### config.mk
export PLATFORM = sky130hd
export DESIGN_NAME = cotm32_mem_arbiter
export DESIGN_NICKNAME = d
export VERILOG_FILES = /design/src/rtl/cotm32_mem_arbiter_pkg.sv /design/src/rtl/cotm32_mem_decode.sv /design/src/rtl/cotm32_mem_arbiter.sv
export SDC_FILE = /design/constraint.sdc
export NUM_CORES = 1
export LEC_CHECK = 0
export BUFFER_PORTS_ARGS = -buffer_cell sky130_fd_sc_hd__buf_4
export CORE_ASPECT_RATIO = 0.6
export CORE_UTILIZATION = 48
export DETAILED_ROUTE_END_ITERATION = 8
export HOLD_SLACK_MARGIN = 0.15
export PLACE_DENSITY = 0.85
export SLEW_MARGIN = 20
export SYNTH_ARGS = -nofsm -noshare
export SYNTH_HDL_FRONTEND = slang
export SYNTH_SLANG_ARGS = --single-unit
### constraint.sdc
create_clock -name clk -period 8.05 [get_ports clk]
set_input_delay 1.2075 -clock clk [delete_from_list [all_inputs] [get_ports clk]]
set_output_delay 1.2075 -clock clk [all_outputs]
set_load 0.02 [all_outputs]
### src/rtl/cotm32_mem_arbiter_pkg.sv
// Shared types and memory map for the cotm32 memory arbiter and its address decoder.
package cotm32_mem_arbiter_pkg;

   localparam int XLEN                = 32;
   localparam int ARB_TIMEOUT_DEFAULT = 16;

   localparam logic [XLEN-1:0] INST_MEM_START = 32'h0000_0000;
   localparam logic [XLEN-1:0] INST_MEM_END   = 32'h0000_0FFF;
   localparam logic [XLEN-1:0] DATA_MEM_START = 32'h1000_0000;
   localparam logic [XLEN-1:0] DATA_MEM_END   = 32'h1000_0FFF;

   typedef enum logic [1:0] {
      ST_IDLE,
      ST_ISSUE,
      ST_WAIT_RSP,
      ST_FAULT
   } arb_state_t;

   typedef enum logic {
      ARB_IFU,
      ARB_LSU
   } arb_owner_t;

   function automatic logic in_window(input logic [XLEN-1:0] addr,
                                      input logic [XLEN-1:0] lo,
                                      input logic [XLEN-1:0] hi);
      return (addr >= lo) && (addr <= hi);
   endfunction

endpackage

### src/rtl/cotm32_mem_decode.sv
// Address legality check shared by every bus master: word aligned, inside a
// mapped window, and never a store into instruction memory.
module cotm32_mem_decode
   import cotm32_mem_arbiter_pkg::*;
(
   input  logic [XLEN-1:0] addr,
   input  logic            we,
   output logic            legal
);

   logic in_inst;
   logic in_data;
   logic aligned;

   assign in_inst = in_window(addr, INST_MEM_START, INST_MEM_END);
   assign in_data = in_window(addr, DATA_MEM_START, DATA_MEM_END);
   assign aligned = (addr[1:0] == 2'b00);
   assign legal   = aligned && (in_data || (in_inst && !we));

endmodule

### src/rtl/cotm32_mem_arbiter.sv
// Round-robin arbiter between instruction fetch and load/store onto one memory
// port, with address decode, a single outstanding transaction and a timeout.
//
// state       | meaning
// ST_IDLE     | no transaction; grants issued combinationally here
// ST_ISSUE    | mem_req held with latched fields until mem_gnt
// ST_WAIT_RSP | request accepted, waiting for mem_rvalid
// ST_FAULT    | illegal access; error response next edge, no memory request
module cotm32_mem_arbiter
   import cotm32_mem_arbiter_pkg::*;
#(
   parameter int TIMEOUT_CYCLES = ARB_TIMEOUT_DEFAULT
)
(
   input  logic            clk,
   input  logic            rst,
   input  logic            if_req,
   input  logic [XLEN-1:0] if_addr,
   output logic            if_gnt,
   output logic            if_rvalid,
   input  logic            ls_req,
   input  logic            ls_we,
   input  logic [3:0]      ls_be,
   input  logic [XLEN-1:0] ls_addr,
   input  logic [XLEN-1:0] ls_wdata,
   output logic            ls_gnt,
   output logic            ls_rvalid,
   output logic [XLEN-1:0] rsp_rdata,
   output logic            rsp_err,
   output logic            mem_req,
   output logic            mem_we,
   output logic [3:0]      mem_be,
   output logic [XLEN-1:0] mem_addr,
   output logic [XLEN-1:0] mem_wdata,
   input  logic            mem_gnt,
   input  logic            mem_rvalid,
   input  logic [XLEN-1:0] mem_rdata
);

   localparam int               CNT_W    = $clog2(TIMEOUT_CYCLES + 1);
   localparam logic [CNT_W-1:0] CNT_LAST = CNT_W'(TIMEOUT_CYCLES - 1);

   arb_state_t       state;
   arb_owner_t       owner;
   arb_owner_t       last_grant;
   logic [CNT_W-1:0] tmo_cnt;

   logic            grant_if;
   logic            grant_ls;
   logic [XLEN-1:0] g_addr;
   logic            g_we;
   logic            g_legal;

   // On a tie the requester that did not win last time gets the bus.
   assign grant_if = (state == ST_IDLE) && if_req && (!ls_req || (last_grant == ARB_LSU));
   assign grant_ls = (state == ST_IDLE) && ls_req && (!if_req || (last_grant == ARB_IFU));

   assign if_gnt = grant_if && !rst;
   assign ls_gnt = grant_ls && !rst;

   assign g_addr = grant_ls ? ls_addr : if_addr;
   assign g_we   = grant_ls && ls_we;

   cotm32_mem_decode u_decode (
      .addr  (g_addr),
      .we    (g_we),
      .legal (g_legal)
   );

   always_ff @(posedge clk or posedge rst) begin
      if (rst) begin
         state      <= ST_IDLE;
         owner      <= ARB_IFU;
         last_grant <= ARB_IFU;
         tmo_cnt    <= '0;
         mem_req    <= 1'b0;
         mem_we     <= 1'b0;
         mem_be     <= '0;
         mem_addr   <= '0;
         mem_wdata  <= '0;
         if_rvalid  <= 1'b0;
         ls_rvalid  <= 1'b0;
         rsp_err    <= 1'b0;
         rsp_rdata  <= '0;
      end else begin
         if_rvalid <= 1'b0;
         ls_rvalid <= 1'b0;
         rsp_err   <= 1'b0;
         rsp_rdata <= '0;

         case (state)
            ST_IDLE: begin
               if (grant_if || grant_ls) begin
                  owner      <= grant_ls ? ARB_LSU : ARB_IFU;
                  last_grant <= grant_ls ? ARB_LSU : ARB_IFU;
                  mem_addr   <= g_addr;
                  mem_we     <= g_we;
                  mem_be     <= grant_ls ? ls_be : 4'b1111;
                  mem_wdata  <= grant_ls ? ls_wdata : '0;
                  tmo_cnt    <= '0;
                  if (g_legal) begin
                     mem_req <= 1'b1;
                     state   <= ST_ISSUE;
                  end else begin
                     state   <= ST_FAULT;
                  end
               end
            end

            ST_ISSUE: begin
               if (tmo_cnt == CNT_LAST) begin
                  mem_req   <= 1'b0;
                  if_rvalid <= (owner == ARB_IFU);
                  ls_rvalid <= (owner == ARB_LSU);
                  rsp_err   <= 1'b1;
                  state     <= ST_IDLE;
               end else begin
                  tmo_cnt <= tmo_cnt + CNT_W'(1);
                  if (mem_gnt) begin
                     mem_req <= 1'b0;
                     state   <= ST_WAIT_RSP;
                  end
               end
            end

            ST_WAIT_RSP: begin
               // A response arriving on the final budgeted cycle still counts.
               if (mem_rvalid) begin
                  if_rvalid <= (owner == ARB_IFU);
                  ls_rvalid <= (owner == ARB_LSU);
                  rsp_rdata <= mem_we ? '0 : mem_rdata;
                  state     <= ST_IDLE;
               end else if (tmo_cnt == CNT_LAST) begin
                  if_rvalid <= (owner == ARB_IFU);
                  ls_rvalid <= (owner == ARB_LSU);
                  rsp_err   <= 1'b1;
                  state     <= ST_IDLE;
               end else begin
                  tmo_cnt <= tmo_cnt + CNT_W'(1);
               end
            end

            ST_FAULT: begin
               if_rvalid <= (owner == ARB_IFU);
               ls_rvalid <= (owner == ARB_LSU);
               rsp_err   <= 1'b1;
               state     <= ST_IDLE;
            end

            default: state <= ST_IDLE;
         endcase
      end
   end

endmodule

# == Word level (Yosys, flattened, before mapping) ==
# Index checks and enable logic that the tools add are counted.
# totals
ff_bits,113
input_bits,139
output_inout_bits,107
word_cells,86
# op_classes
n_addsub,1
magnitude_cmp,4
n_eq_ne,9
n_mux,32
n_bitwise,1
n_reduce_logical,27
# op_table
op,count
$mux W32,5
$ge A32 B1 Y1 const B,1
$ge A32 B29 Y1 const B,1
$le A32 B12 Y1 const B,1
$le A32 B29 Y1 const B,1
$mux W5,3
$pmux W5 S3,1
$mux W2,6
$logic_and A1 B1 Y1,11
$mux W1,11
$pmux W1 S3,3
$pmux W2 S4,1
$ne A3 B3 Y1 const B,2
$reduce_and A3 Y1,2
$add A5 B1 Y5 const B,1
$eq A5 B4 Y1 const B,1
$eq A2 B2 Y1 const B,2
$logic_not A1 Y1,4
$logic_not A2 Y1,2
$logic_or A1 B1 Y1,4
$mux W4,1
$ne A2 B2 Y1 const B,2
$reduce_and A4 Y1,1
$reduce_bool A3 Y1,1
6 further kinds,6

# == Longest topological paths before layout ==
# Gate-level depths: netlist (run 1).
# logic_depth
depth_word,12
mapped_depth,8
mapped_depth_nobuf,8

# == By module ==
# From an unflattened synthesis (run 1), not the netlist that was laid out.
# unflattened
hier_cells,464
area_unflattened_um2,5031.1
# by_module_without_submodules
module,n_inst,cells_per_inst,area_each_um2,seq_area_each_um2
cotm32_mem_arbiter,1,454,4971.0,2827.7
cotm32_mem_decode,1,10,60.1,0.0

# == Worst setup path after synthesis (run 1) ==
# No wires, ideal clock.
# synth_timing
kind,input-to-output
from,in if_req
to,out ls_gnt
arrival_time_ns,2.028
slack_ns,4.814
cell_stages,4
path_buffers,1
path_cell_list,nand2_1 > nand3_1 > clkbuf_1 > nor2_1
# synth_between
elab_chain_cells,4
# synth_lines
element,line_no,rtl
"start, declared",cotm32_mem_arbiter.sv:17,"input logic if_req,"
$logic_not A1 Y1,cotm32_mem_arbiter.sv:56,assign grant_ls = (state == ST_IDLE) && ls_req && (!if_req || (last_grant == ARB_IFU));
$logic_or A1 B1 Y1,cotm32_mem_arbiter.sv:56,
$logic_and A1 B1 Y1,cotm32_mem_arbiter.sv:56,
$logic_and A1 B1 Y1,cotm32_mem_arbiter.sv:59,assign ls_gnt = grant_ls && !rst;
"end, declared",cotm32_mem_arbiter.sv:26,"output logic ls_gnt,"
# Every way passes these cells.

# == Worst setup path after layout (run 1) ==
# Ends and elaborated chain as after synthesis.

==> impl_metrics.json, run 1 <==
{
  "outcome": "finished clean",
  "fin_crit_sh": 0.404,
  "fp.dieW_um": 127,
  "ios": 246,
  "reg2reg_from": "state[1]",
  "ys_ff_latch": 113,
  "areaGrowthSynthToFinish_pct": 56.1,
  "antenna_found_initial": 0,
  "dp_hpwl_um": 9990,
  "p_per_area_nw_per_um2": 399,
  "clock.fmax_mhz": 308,
  "cp-start-kind": "input port",
  "rows": 27,
  "worst_clock_skew_ns": 0.00797,
  "crit_chain": "buf_4 > nand2_1 > nand3_1 > buf_4 > nor2_1 > buf_4",
  "syn_avg_cell_area_um2": 10.7,
  "root_buffer": "clkbuf_16",
  "rsz0062_at_grt": "false",
  "holdBufCountCts": 0,
  "cp.arrival_ns": 2.04,
  "crit_buf_inv": 3,
  "synth_area_um2": 4530,
  "initial_core_util": 0.495,
  "async_reset_ff_frac": 1.00,
  "n_antenna_cell": 0,
  "cap_violations": 0,
  "ys_seq_area_frac": 0.624,
  "worstSetupEndpointType": "output pin",
  "cts_tree": "done",
  "cts.clk_slew.worst_paths_ns": 0.05,
  "layout-drive-gt1-share": 0.420,
  "grt_pass1_vias": 4261,
  "stdcell_area_um2": 7080,
  "crit_top_cell": "buf_4",
  "leakagePower_uw": 0.00359,
  "grt_overflow": 0,
  "htree_levels": 4,
  "core-area_um2": 9160,
  "firstDrtPassIters": 5,
  "worst_slew_pin_slew_ns": 0.812,
  "critical_path_class": "input port to output pin",
  "rrSetupSlack_ns": 5.63,
  "cts_resized": 0,
  "stdcell_count": 809,
  "maxSlewHeadroom": 0.459,
  "antenna_left": 0,
  "crit_family": "buffers and inverters",
  "placed_cell_area_um2": 6490,
  "yosys.area.top_type_share": 0.624,
  "tns_ns": 0,
  "hold_end": "tmo_cnt[4]",
  "synth_edf_count": 0,
  "whs_ns": 0.480,
  "synth_area_leaders": "dfrtp_1 (62%), a22o_1 (6.8%), nand2_1 (6.1%)",
  "vdd_drop_max_mv": 0.250,
  "wl_per_cell_um": 17.0,
  "synth.largest_area_cell": "dfrtp_1",
  "min_path_type": "flip-flop to flip-flop",
  "drc": 0,
  "cp_slowest_stage_delay_ns": 0.35,
  "route.vias.total": 4186,
  "min_from": "tmo_cnt[4]",
  "dpl.cell_count": 778,
  "synth.distinct_cells": 31,
  "post_cts_buffers": 0,
  "syn_nets": 568,
  "slew_violations": 0,
  "cts_buffers": 17,
  "fin_nets": 813,
  "fp.dieH_um": 77.3,
  "hold_viol": 0,
  "finalSetupViolations": 0,
  "period_minus_slack_ns": 3.25,
  "io_buffers": 245,
  "vias_per_cell": 5.17,
  "routed_wl_um": 13800,
  "dieArea_um2": 9850,
  "clk_latency_ns": 0.40,
  "power_uw": 2820,
  "synth_top_flop_cell": "dfrtp_1",
  "grt_max_degree": 70,
  "reg2reg_to": "mem_req",
  "whs_path_depth": 2,
  "yosys_warnings": 0,
  "grt.total_usage": 0.293,
  "cp.required_ns": 6.84,
  "crit_path_top_delay_cell": "buf_4",
  "cts.sinks": 113,
  "cp_max_fo": 37,
  "grt_pass1_wl_um": 21700,
  "syn_inst": 422,
  "drt_iter0_drc": 282,
  "clk_path_buf_depth": 2,
  "routabilityCongestion": 0.874,
  "r2r_cells": 7
}
## worst max path at each step
| stage | startpoint | to | depth (start not counted) | slack, ns |
|---|---|---|---|---|
| 2_1_floorplan | rst | if_rvalid | 1 | 3.86 |
| 3_3_place_gp | if_req | ls_gnt | 6 | 4.81 |
| 3_5_place_dp | if_req | ls_gnt | 6 | 4.79 |
| 4_1_cts | if_req | ls_gnt | 6 | 4.79 |
| 5_1_grt | state[0] | ls_gnt | 6 | 4.71 |
| 6_report | if_req | ls_gnt | 6 | 4.80 |
## synth_stat cells, types with 3 or more instances
cell type / instances
ha_1: 7
o21ai_0: 7
a22o_1: 35
and3_1: 3
a21oi_1: 7
nand3_1: 3
clkbuf_1: 20
nor4_1: 7
nand2_1: 74
dfrtp_1: 113
and2_1: 33
o22a_1: 4
inv_1: 9
a31oi_1: 32
buf_1: 4
nor2_1: 40
nor3_1: 5
## layout make-up
cell class,instances,area (um2)
Sequential cell,113,2830
Fill cell,617,2080
Multi-Input combinational cell,275,1580
Tap cell,130,163
Clock buffer,22,474
Inverter,9,36.3
Clock inverter,9,108
Timing Repair Buffer,251,1880
## where the power goes
group,leakage (uW),internal [uW],total [uW],switching [uW]
clock,0.000270,476,725,248
sequential,0.00142,784,913,129
combinational,0.00190,504,1180,678
## per-stage QoR
step                setup WS, ns  utilization
detailed placement          4.79        0.709
global route                4.71        0.773
CTS                         4.79        0.773
global placement            4.81        0.709
floorplan                   3.86            -
finish                      4.80        0.773
## layout by cell type (no fill, tap or decap), types with 5 or more instances in the layout
| master | count |
|---|---|
| a22o_1 | 35 |
| buf_4 | 251 |
| nor2_1 | 40 |
| nand2_1 | 74 |
| nor3_1 | 5 |
| ha_1 | 7 |
| o21ai_0 | 7 |
| a21oi_1 | 7 |
| and2_1 | 33 |
| a31oi_1 | 32 |
| clkbuf_16 | 17 |
| dfrtp_1 | 113 |
| inv_1 | 8 |
| nor4_1 | 7 |
| clkinvlp_4 | 5 |
## cell families after synthesis
logic type               Yosys count  synth area share
AND/OR/NAND/NOR                  173             0.174
flip-flops                       113             0.624
AO/OA/AOI/OAI                     94             0.152
buffers and inverters             34            0.0284
adder cells (fa/ha/maj)            7            0.0193
multiplexers                       1           0.00221
## tightest hold or removal path: stages (launching register included)
cell     delay (ns)
dfrtp_1        0.34
nand2_1        0.05
o31ai_1        0.06
## flip-flops by register name (all words and copies together) (netlist names), 2 cells and up
signal and cells:
mem_addr 32, mem_wdata 32, rsp_rdata 32, tmo_cnt 5, mem_be 4, state 2
## metal layers
metal,track usage,vias up,share of wire
li1,-,1953,-
met3,0.0900,16,0.085
met1,0.370,2026,0.41
met5,0,-,0
met2,0.483,191,0.49
met4,0.0964,0,0.013
Power figures use the tool's default switching activity.
==> run 2, diff against run 1 <==
CORE_UTILIZATION = 40   (was 48)
PLACE_DENSITY = 0.76   (was 0.85)
clock period = 2.6 ns   (was 8.05 ns; I/O delays follow)
==> impl_metrics.json, run 2 (synthesized netlist as in run 1, its figures left out) <==
{
  "outcome": "finished clean",
  "grt.total_usage": 0.228,
  "worst_clock_skew_ns": 0.0122,
  "grt_max_degree": 42,
  "wl_met1_um": 5700,
  "cp.required_ns": 2.21,
  "cts_buffers": 17,
  "n_antenna_cell": 0,
  "drc": 0,
  "grt_overflow": 0,
  "met3_length_um": 920,
  "io_buffers": 245,
  "areaGrowthSynthToFinish_pct": 59.2,
  "antenna_found_initial": 0,
  "cp_max_fo": 16,
  "leakagePower_uw": 0.00365,
  "period_minus_slack_ns": 2.33,
  "top_regs": "mem_addr: 32 flops, mem_wdata: 32 flops, rsp_rdata: 32 flops",
  "core-area_um2": 10800,
  "rsz0062_at_grt": "false",
  "clk_path_buf_depth": 2,
  "stdcell_count": 823,
  "routed_wl_um": 13100,
  "worstSetupEndpointType": "output pin",
  "cts.clk_slew.worst_paths_ns": 0.06,
  "slew_violations": 0,
  "wl_met2_um": 6290,
  "holdBufCountCts": 0,
  "p_per_area_nw_per_um2": 1240,
  "maxSlewHeadroom": 0.496,
  "reg2reg_to": "state[1]",
  "fp.dieH_um": 84.5,
  "cp.arrival_ns": 1.94,
  "grt_pass1_vias": 4126,
  "hold_viol": 0,
  "cts_resized": 0,
  "clk_latency_ns": 0.41,
  "tns_ns": 0,
  "clock.fmax_mhz": 428,
  "r2r_cells": 6,
  "rows": 29,
  "htree_levels": 4,
  "finalSetupViolations": 0,
  "vias_per_cell": 4.92,
  "layout-drive-gt1-share": 0.425,
  "cts_tree": "done",
  "routabilityCongestion": 0.838,
  "fin_crit_sh": 0.898,
  "root_buffer": "clkbuf_16",
  "fp.dieW_um": 139,
  "wl_per_cell_um": 15.9,
  "final_common_cell": "buf_4",
  "initial_core_util": 0.421,
  "post_cts_buffers": 0,
  "worst_slew_pin_slew_ns": 0.755,
  "firstDrtPassIters": 4,
  "min_path_type": "input port to asynchronous set/reset pin",
  "antenna_left": 0,
  "grt_pass1_wl_um": 20700,
  "dpl.cell_count": 791,
  "drt_iter0_drc": 211,
  "vdd_drop_max_mv": 0.654,
  "cts.sinks": 113,
  "fin_nets": 817,
  "route.vias.total": 4050,
  "reg2reg_from": "state[0]",
  "crit_start": "state[0]",
  "cap_violations": 0,
  "cp-start-kind": "flip-flop",
  "mostFrequentLayoutCells": "buf_4 (252), dfrtp_1 (113), nand2_1 (74)",
  "dp_hpwl_um": 9640,
  "top_layer": "met4",
  "rrSetupSlack_ns": 0.47,
  "ios": 246,
  "critical_path_class": "flip-flop to output pin",
  "crit_end": "ls_gnt",
  "dieArea_um2": 11800
}
[run 2: cell count changes in the layout (fill, tap and decap cells not counted), sizes merged]
cell / delta
buf: +4
clkinv: +2
inv: +3
bufinv: +2
clkbuf: -4
clkinvlp: -2
[run 2: cell type report]
cell class	instances	area, um2
Fill cell	867	3560
Inverter	9	37.5
Clock inverter	14	205
Clock buffer	18	429
Timing Repair Buffer	255	1950
Sequential cell	113	2830
Tap cell	139	174
Multi-Input combinational cell	275	1590
[run 2: worst max-delay path, cell delays in order (launching register included)]
cell     delay, ns
dfrtp_1       0.40
inv_1         0.14
ha_1          0.39
nand3_1       0.13
buf_4         0.21
nor2_1        0.11
buf_4         0.15
[run 2: worst min-delay path by stage]
stage,to,slack [ns],from,cells past startpoint
2_1_floorplan,tmo_cnt[3],0.44,tmo_cnt[3],1
3_3_place_gp,tmo_cnt[3],0.46,tmo_cnt[3],1
3_5_place_dp,tmo_cnt[3],0.47,tmo_cnt[3],1
4_1_cts,mem_addr[11],0.15,rst,2
5_1_grt,mem_addr[13],0.18,rst,2
6_report,mem_addr[19],0.14,rst,2
[run 2: power by group]
group	switching (uW)	internal, uW
Combinational	2090	1600
Sequential	372	2430
Clock	851	1620
Total	3320	5650
[run 2: through the flow]
step,worst slack (ns),util,hold slack [ns],total power (uW),instance area (um2)
floorplan,0.658,-,0.437,4880,4540
global placement,0.496,0.611,0.459,6390,6580
detailed placement,0.446,0.611,0.468,6520,6580
CTS,0.269,0.670,0.153,9020,7220
global route,0.157,0.670,0.178,9440,7220
finish,0.266,0.670,0.137,8960,7220
[run 2: per-layer routing]
layer | global-route usage | up-vias
met3 | 0.0662 | 13
met2 | 0.375 | 146
met1 | 0.283 | 1929
met5 | 0 | -
met4 | 0.0980 | 0
li1 | - | 1962
==> run 3, diff against run 2 <==
clock period = 2.05 ns   (was 2.6 ns; I/O delays follow)
==> impl_metrics.json, run 3 (synthesized netlist as in run 1, its figures left out) <==
{
  "outcome": "finished clean",
  "power_uw": 12000,
  "critical_path_class": "flip-flop to output pin",
  "rsz0062_at_grt": "false",
  "wl_per_cell_um": 16.9,
  "initial_core_util": 0.421,
  "antenna_left": 0,
  "worst_slew_pin_slew_ns": 0.641,
  "grt.total_usage": 0.265,
  "slew_violations": 0,
  "root_buffer": "clkbuf_16",
  "cts_tree": "done",
  "finalSetupViolations": 0,
  "grt_overflow": 0,
  "cp_max_fo": 9,
  "worst_clock_skew_ns": 0.00628,
  "vias_per_cell": 5.09,
  "fin_nets": 892,
  "stdcell_area_um2": 8030,
  "fp.dieW_um": 139,
  "tns_ns": 0,
  "whs_ns": 0.168,
  "mostFrequentLayoutCells": "buf_4 (255), dfrtp_1 (113), nand2_1 (74)",
  "htree_levels": 4,
  "drc": 0,
  "worstSetupEndpointType": "output pin",
  "cts.sinks": 113,
  "drt_iter0_drc": 340,
  "clk_latency_ns": 0.40,
  "cp-start-kind": "flip-flop",
  "hold_viol": 0,
  "stdcell_count": 897,
  "routabilityCongestion": 0.863,
  "period_minus_slack_ns": 1.91,
  "areaGrowthSynthToFinish_pct": 77.1,
  "clk_path_buf_depth": 2,
  "p_per_area_nw_per_um2": 1490,
  "grt_pass1_wl_um": 23700,
  "cap_violations": 0,
  "io_buffers": 245,
  "n_antenna_cell": 0,
  "grt_max_degree": 71,
  "grt_pass1_vias": 4703,
  "firstDrtPassIters": 4,
  "layout-drive-gt1-share": 0.392,
  "final_common_cell": "buf_4",
  "dpl.cell_count": 793,
  "dieArea_um2": 11800,
  "maxSlewHeadroom": 0.569,
  "fp.dieH_um": 84.5,
  "route.vias.total": 4564,
  "cp_slowest_stage_delay_ns": 0.41,
  "top_regs": "mem_addr: 32 flops, mem_wdata: 32 flops, rsp_rdata: 32 flops",
  "vdd_drop_max_mv": 0.838,
  "crit_path_top_delay_cell": "dfrtp_1",
  "leakagePower_uw": 0.00400,
  "placed_cell_area_um2": 6590,
  "core-area_um2": 10800,
  "crit_chain": "inv_1 > ha_4 > nand3_1 > nor2_1 > buf_4",
  "fin_crit_sh": 0.933,
  "clock.fmax_mhz": 523,
  "min_path_type": "input port to flip-flop",
  "ios": 246,
  "cts.clk_slew.worst_paths_ns": 0.05,
  "antenna_found_initial": 0,
  "dp_hpwl_um": 9740,
  "cp.arrival_ns": 1.61,
  "rows": 29,
  "routed_wl_um": 15200,
  "cp.required_ns": 1.74,
  "cts_buffers": 17
}
==> run 3: cell count changes in the layout (fill, tap and decap cells not counted), moves of 2 or more <==
cell / delta
dlygate4sd3_1: +73
clkbuf_8: +5
clkinv_4: -4
inv_6: -4
buf_4: +3
bufinv_16: +2
==> run 3: power by group <==
group	switching (uW)	leakage, uW	internal, uW	total [uW]
Sequential	488	0.00142	3080	3570
Combinational	2790	0.00224	2180	4970
Clock	996	0.000334	2430	3430
Total	4270	0.00400	7700	12000
==> run 3: path summary, 6_finish.rpt <==
kind                       depth (start not counted)            to  slack (ns)         from
max                                                5        ls_gnt        0.14     state[1]
min                                                3  mem_addr[11]        0.17  ls_addr[11]
max reg2reg                                        8      state[1]        0.18   tmo_cnt[0]
min reg2reg                                        1    tmo_cnt[3]        0.50   tmo_cnt[3]
max in group asynchronous                          4  mem_addr[27]        0.94          rst
min in group asynchronous                          4    last_grant        0.61          rst
==> run 3: layer usage <==
metal  up-vias  wire length, um  GRT usage
met1      2210             6030      0.314
met2       201             7740      0.454
met4         0              331      0.122
met5         -                0          0
li1       2119                -          -
met3        34             1050     0.0724
==> run 3: critical path, delay by kind of cell (launching register included) <==
family | cells | cell delay (ns)
flops | 1 | 0.41
simple gates | 2 | 0.26
fa+ha+maj | 1 | 0.22
buf+inv | 2 | 0.31
==> run 3: final cells by class <==
cell class / instances / area [um2]
inverters: 9 / 37.5
clock inverters: 9 / 200
repair buffers: 330 / 2690
fillers: 688 / 2750
multi-input cells: 275 / 1610
clock buffers: 22 / 494
flip-flops and latches: 113 / 2830
well taps: 139 / 174
==> run 3: timing repair <==
action,in CTS,in global routing
setup endpoints to repair,2,3
hold endpoints to repair,160,0
resized for setup,1,4
hold buffers,73,0
buffers inserted,0,0
==> run 3: metrics by stage <==
step                      utilization  setup WS (ns)
after floorplan                     -          0.175
after global placement          0.611         0.0465
after detailed placement        0.611         0.0205
after CTS                       0.744        0.00154
after global routing            0.745         0.0180
final                           0.745          0.137
